**src/rtl/interrupt_ack_sequencer_pkg.sv**
```systemverilog
// Shared types and constants for the interrupt acknowledge sequencer.
// State encodings follow the control_state output coding.
package interrupt_ack_sequencer_pkg;

   typedef enum logic [2:0] {
      IDLE = 3'b000,
      ACK1 = 3'b001,
      ACK2 = 3'b010,
      ACK3 = 3'b011
   } ack_state_t;

   localparam logic [7:0] CALL_OPCODE = 8'hCD;

endpackage

```
**src/rtl/interrupt_ack_sequencer_onehot_to_num.sv**
```systemverilog
// One-hot to binary encoder for the latched IR.
// The lowest set bit wins if more than one bit is set.
module onehot_to_num (
   input  logic [7:0] onehot,
   output logic [2:0] num
);

   always_comb begin
      num = 3'd0;
      for (int i = 7; i >= 0; i--) begin
         if (onehot[i]) num = 3'(i);
      end
   end

endmodule

```
**src/rtl/interrupt_ack_sequencer.sv**
```systemverilog
// INTA pulse sequencer: latches the IR and sequences the vector bytes.
// Define ACK_SEQ_8080_MODE_EN to enable the 3-pulse 8080 sequence.
module interrupt_ack_sequencer
   import interrupt_ack_sequencer_pkg::*;
(
   input  logic       clk,
   input  logic       rst_n,
   input  logic       inta_n,
   input  logic       mode_8086,
   input  logic       adi,
   input  logic [7:0] highest_request,
   input  logic [4:0] vector_base,
   input  logic [2:0] addr_low,
   input  logic [7:0] addr_high,
   input  logic       cascade_slave,
   input  logic       cascade_output_ack_2_3,
   output logic [2:0] control_state,
   output logic [7:0] acknowledge_interrupt,
   output logic [7:0] data_out,
   output logic       data_out_en,
   output logic       end_of_ack,
   output logic       spurious_ack
);

   ack_state_t state_q, state_d;
   logic       inta_q;
   logic       mode_q, mode_d;
   logic       spur_q, spur_d;
   logic       eoa_q, eoa_d;
   logic [7:0] ack_q, ack_d;
   logic       fall, rise;
   logic       mode_in;
   logic [2:0] n;
   logic [7:0] call_byte, hi_byte;
   logic       drive;
   logic [7:0] byte_sel;

   assign fall = inta_q & ~inta_n;
   assign rise = ~inta_q & inta_n;

   onehot_to_num u_enc (
      .onehot (ack_q),
      .num    (n)
   );

`ifdef ACK_SEQ_8080_MODE_EN
   assign mode_in   = mode_8086;
   assign call_byte = adi ? {addr_low[2:1], n, 3'b000}
                          : {addr_low, n, 2'b00};
   assign hi_byte   = addr_high;
`else
   logic unused_cfg;
   assign unused_cfg = ^{mode_8086, adi, addr_low, addr_high};
   assign mode_in    = 1'b1;
   assign call_byte  = 8'h00;
   assign hi_byte    = 8'h00;
`endif

   always_ff @(posedge clk or negedge rst_n) begin
      if (!rst_n) begin
         state_q <= IDLE;
         inta_q  <= 1'b0;
         mode_q  <= 1'b1;
         spur_q  <= 1'b0;
         eoa_q   <= 1'b0;
         ack_q   <= 8'h00;
      end else begin
         state_q <= state_d;
         inta_q  <= inta_n;
         mode_q  <= mode_d;
         spur_q  <= spur_d;
         eoa_q   <= eoa_d;
         ack_q   <= ack_d;
      end
   end

   always_comb begin
      state_d = state_q;
      mode_d  = mode_q;
      spur_d  = spur_q;
      ack_d   = ack_q;
      eoa_d   = 1'b0;
      unique case (state_q)
         IDLE: begin
            if (fall) begin
               state_d = ACK1;
               mode_d  = mode_in;
               // An empty request acknowledges IR7 as spurious
               if (highest_request == 8'h00) begin
                  ack_d  = 8'h80;
                  spur_d = 1'b1;
               end else begin
                  ack_d  = highest_request;
                  spur_d = 1'b0;
               end
            end
         end
         ACK1: begin
            if (fall) state_d = ACK2;
         end
         ACK2: begin
            if (fall && !mode_q) begin
               state_d = ACK3;
            end else if (rise && mode_q) begin
               state_d = IDLE;
               eoa_d   = 1'b1;
               ack_d   = 8'h00;
               spur_d  = 1'b0;
            end
         end
         ACK3: begin
            if (rise) begin
               state_d = IDLE;
               eoa_d   = 1'b1;
               ack_d   = 8'h00;
               spur_d  = 1'b0;
            end
         end
         default: state_d = IDLE;
      endcase
   end

   always_comb begin
      drive    = 1'b0;
      byte_sel = 8'h00;
      unique case (state_q)
         ACK1: begin
            drive    = ~mode_q & ~cascade_slave;
            byte_sel = CALL_OPCODE;
         end
         ACK2: begin
            drive    = cascade_output_ack_2_3;
            byte_sel = mode_q ? {vector_base, n} : call_byte;
         end
         ACK3: begin
            drive    = cascade_output_ack_2_3;
            byte_sel = hi_byte;
         end
         default: ;
      endcase
   end

   assign data_out_en           = drive & ~inta_n;
   assign data_out              = data_out_en ? byte_sel : 8'h00;
   assign control_state         = state_q;
   assign acknowledge_interrupt = ack_q;
   assign end_of_ack            = eoa_q;
   assign spurious_ack          = spur_q;

endmodule

```
**config.mk**
```make
export PLATFORM = sky130hd
export DESIGN_NAME = interrupt_ack_sequencer
export DESIGN_NICKNAME = d
export VERILOG_FILES = /design/src/rtl/interrupt_ack_sequencer_pkg.sv /design/src/rtl/interrupt_ack_sequencer_onehot_to_num.sv /design/src/rtl/interrupt_ack_sequencer.sv
export SDC_FILE = /design/constraint.sdc
export NUM_CORES = 1
export LEC_CHECK = 0
export ABC_AREA = 0
export CAP_MARGIN = 20
export CORE_UTILIZATION = 38
export DETAILED_ROUTE_END_ITERATION = 8
export GPL_TIMING_DRIVEN = 0
export PLACE_DENSITY = 0.88
export SLEW_MARGIN = 20
export SYNTH_ARGS = -nofsm -noshare
export SYNTH_HDL_FRONTEND = slang
export SYNTH_SLANG_ARGS = --single-unit
```
**constraint.sdc**
```tcl
create_clock -name clk -period 2.65 [get_ports clk]
set_clock_uncertainty 0.05 [all_clocks]
set_input_delay 0.265 -clock clk [delete_from_list [all_inputs] [get_ports clk]]
set_output_delay 0.265 -clock clk [all_outputs]
set_load 0.03 [all_outputs]
```
==> summary.md <==
| Metric | Value |
|---|---|
| Outcome | `finished, final reports clean` |
| CTS buffer count | `3` |
| Crit path max-delay family | `simple AND/OR/NAND/NOR gates` |
| Internal power | `716.4 uW` |
| Synth Area per Inst | `8.878 sq um` |
| Sequential share of the synthesized area | `38.98%` |
| Data required, critical path | `2340 ps` |
| Comb power frac | `63.0%` |
| Final worst path period need | `2448 ps` |
| Avg WL per Cell | `11.46 microns` |
| CTS Sinks | `13` |
| Pre-CTS setup slack | `53.77 ps` |
| 1st-iter DRT viols | `4` |
| Most common cell after layout, fill and taps aside | `clkdlybuf4s50_1` |
| Final Wtd Congestion | `0.6864` |
| Post-DP Area | `1245 sq um` |
| Crit start category | `flip-flop` |
| DRC viols | `0` |
| Period utilisation layout | `92.38%` |
| Post-CTS setup buffers | `0` |
| Critical-path cell list | `inv_1 -> ha_1 -> buf_2 -> nand2b_1 -> or4b_1 -> a21oi_1 -> clkbuf_2` |
| Total grt overflow | `0` |
| Maximum vdd ir drop | `0.5482 mV` |
| Yosys warns | `0` |
| Distinct cells, synth | `25` |
| Design area | `1255 sq um` |
| Largest net degree at the start of global routing | `14` |
| CTS root buffer | `clkbuf_4` |
| Number of max-slew violations in the final report | `0` |
| Final setup violation count | `0` |
| Fin. Hold Viols | `0` |
| Actual slew at the worst max-slew pin | `539.0 ps` |
| PwrDens | `1070 nW/um^2` |
| Most frequent cells in the layout | `clkdlybuf4s50_1, dfrtp_1, nand2_1` |
| CTS Buffer Depth | `2` |
| CP startpoint | `control_state[0]$_DFFE_PN0P_` |
| Slowest Stage Delay on Critical Path | `480 ps` |
| Initial Util | `41.27%` |
| Antenna cells | `0` |
| First-pass GRT wire length | `3332 microns` |
| Post-synthesis register bit count | `13` |
| Crit. End Element | `primary output` |
| Post-DRT Antenna Nets | `0` |
| Reg-to-Reg Start | `control_state[1]$_DFFE_PN0P_` |
| Clock power frac | `8.9%` |
| Crit path buf inv count | `3` |
| Sw Pwr | `627.0 uW` |
| Share of cells above drive strength 1 | `9.630%` |
| MaxCap Viol Count | `0` |
| Die Width | `48.87 microns` |
| RSZ-0062 raised after global routing | `false` |
| Slew margin rel. | `63.95%` |
| Crit path kind | `reg -> out` |
| Worst-Skew Late Latency | `280 ps` |
| Worst setup margin | `201.9 ps` |
| Vias per Instance | `5.068` |
| Setup TNS Final | `0 ps` |
| P&R area growth vs syn | `50.37%` |
| Post-synthesis net count | `129` |
| Sw frac | `46.67%` |
| Tot Pwr | `1343 uW` |
| GR Util All Layers | `18.20%` |
| CP Max Fanout | `10` |
| Hold Slack | `285.4 ps` |
| Fin nets | `171` |
| Rows | `16` |
| H-tree depth | `1` |
| Vias in the first global route | `794` |
| Vias | `821` |
| Core Box Area | `2022 sq um` |
| DP HPWL | `1477 microns` |
| Critical path's slowest cell | `or4b_1` |
| Reg clk slew, reported paths | `70 ps` |
| Peak Freq | `0.4085 GHz` |
| Critical path arrival | `2130 ps` |
| Die Area | `2388 sq um` |
| Post-Syn Area | `834.6 sq um` |
| Wirelength, routed | `1857 microns` |
| IO Port Bufs | `37` |
| Num ports | `53` |
| Total iterations of the first detailed-routing run | `4` |
| Gate Count Post-Synth | `94` |
| TritonCTS clock tree | `done` |
| Initial antenna violation count | `0` |
| Die Ht | `48.87 microns` |
| LEAKAGE | `0.0006009 uW` |
| Tightest Hold Check Type | `in -> async` |
| Seq pwr share | `28.0%` |
[cell families (layout without fill, tap and decap cells)]
group | count (synthesis) | count (layout) | share of synthesized area (%)
AND/OR/NAND/NOR | 34 | 34 | 21.14
AO/OA/AOI/OAI | 17 | 17 | 13.64
buffers and inverters | 16 | 57 | 8.995
flip-flops | 13 | 13 | 38.98
multiplexers | 9 | 9 | 10.80
adder cells (fa/ha/maj) | 4 | 4 | 5.997
other | 1 | 1 | 0.4493
[metrics by stage]
| step | cells | util (%) |
|---|---|---|
| final | 162 | 62.07 |
| after global routing | 162 | 62.07 |
| after CTS | 162 | 62.62 |
| after detailed placement | 158 | 61.57 |
| after global placement | 158 | 61.57 |
| after floorplan | 94 | - |
[registers in the layout, summed over array words and instances, names as in the netlist]
name                   cells
acknowledge_interrupt      8
control_state              2
end_of_ack                 1
inta_q                     1
spurious_ack               1
[cell usage after synthesis]
library cell / number / area, sq um
o21ai_0: 2 / 10.01
inv_1: 11 / 41.29
or4b_1: 2 / 20.02
conb_1: 1 / 3.750
ha_1: 4 / 50.05
dfrtp_1: 13 / 325.3
and2b_1: 1 / 7.510
buf_4: 1 / 7.510
nand3b_1: 1 / 7.510
a221oi_1: 1 / 8.760
nor2b_1: 2 / 12.51
nor3b_1: 1 / 7.510
buf_2: 3 / 15.01
a211oi_1: 3 / 22.52
and3_1: 2 / 12.51
a2111oi_0: 3 / 26.28
nor2_1: 7 / 26.28
or3_1: 1 / 6.260
nand2b_1: 2 / 12.51
buf_6: 1 / 11.26
mux2i_1: 9 / 90.09
nand2_1: 12 / 45.04
a21oi_1: 7 / 35.03
a2111o_1: 1 / 11.26
nor4_1: 3 / 18.77
[path summary, 6_finish.rpt]
kind | cells past startpoint | slack, ps | endpoint
min in group clk | 2 | 480 | spurious_ack$_DFFE_PN0P_
worst max register to register | 7 | 760 | acknowledge_interrupt[1]$_DFFE_PN0P_
worst max-delay path | 7 | 200 | data_out[2]
worst min register to register | 2 | 480 | spurious_ack$_DFFE_PN0P_
max in group asynchronous | 1 | 1910 | acknowledge_interrupt[1]$_DFFE_PN0P_
worst min-delay path | 1 | 290 | control_state[0]$_DFFE_PN0P_
[power groups by stage]
stage | combinational [uW] | clock (uW) | sequential (uW)
global route | 926 | 133 | 395
global placement | 819 | 0 | 377
floorplan | 415 | 0 | 521
CTS | 855 | 124 | 375
detailed placement | 849 | 0 | 379
finish | 847 | 120 | 377
[final cells by class]
| type | instances | area (sq um) |
|---|---|---|
| Buffer | 5 | 33.78 |
| Fill cell | 180 | 767.0 |
| Tap cell | 27 | 33.78 |
| Sequential cell | 13 | 325.3 |
| Timing Repair Buffer | 37 | 351.6 |
| Inverter | 11 | 41.29 |
| Clock buffer | 4 | 26.28 |
| Multi-Input combinational cell | 65 | 442.9 |
[layer usage]
layer | vias up | track usage [%] | routed length, microns
met5 | - | 0 | 0
met4 | 0 | 11.76 | 55
met3 | 5 | 4.361 | 123
met2 | 33 | 31.25 | 839
met1 | 372 | 19.92 | 838
li1 | 411 | - | -
[timing repair]
item | in CTS | in global routing
pin swaps | 0 | 0
setup endpoints to repair | 6 | 3
endpoints found under the hold margin | 0 | 0
hold buffers | 0 | 0
gates resized for setup | 7 | 8
Note: power is estimated with default switching activity, not from simulation.
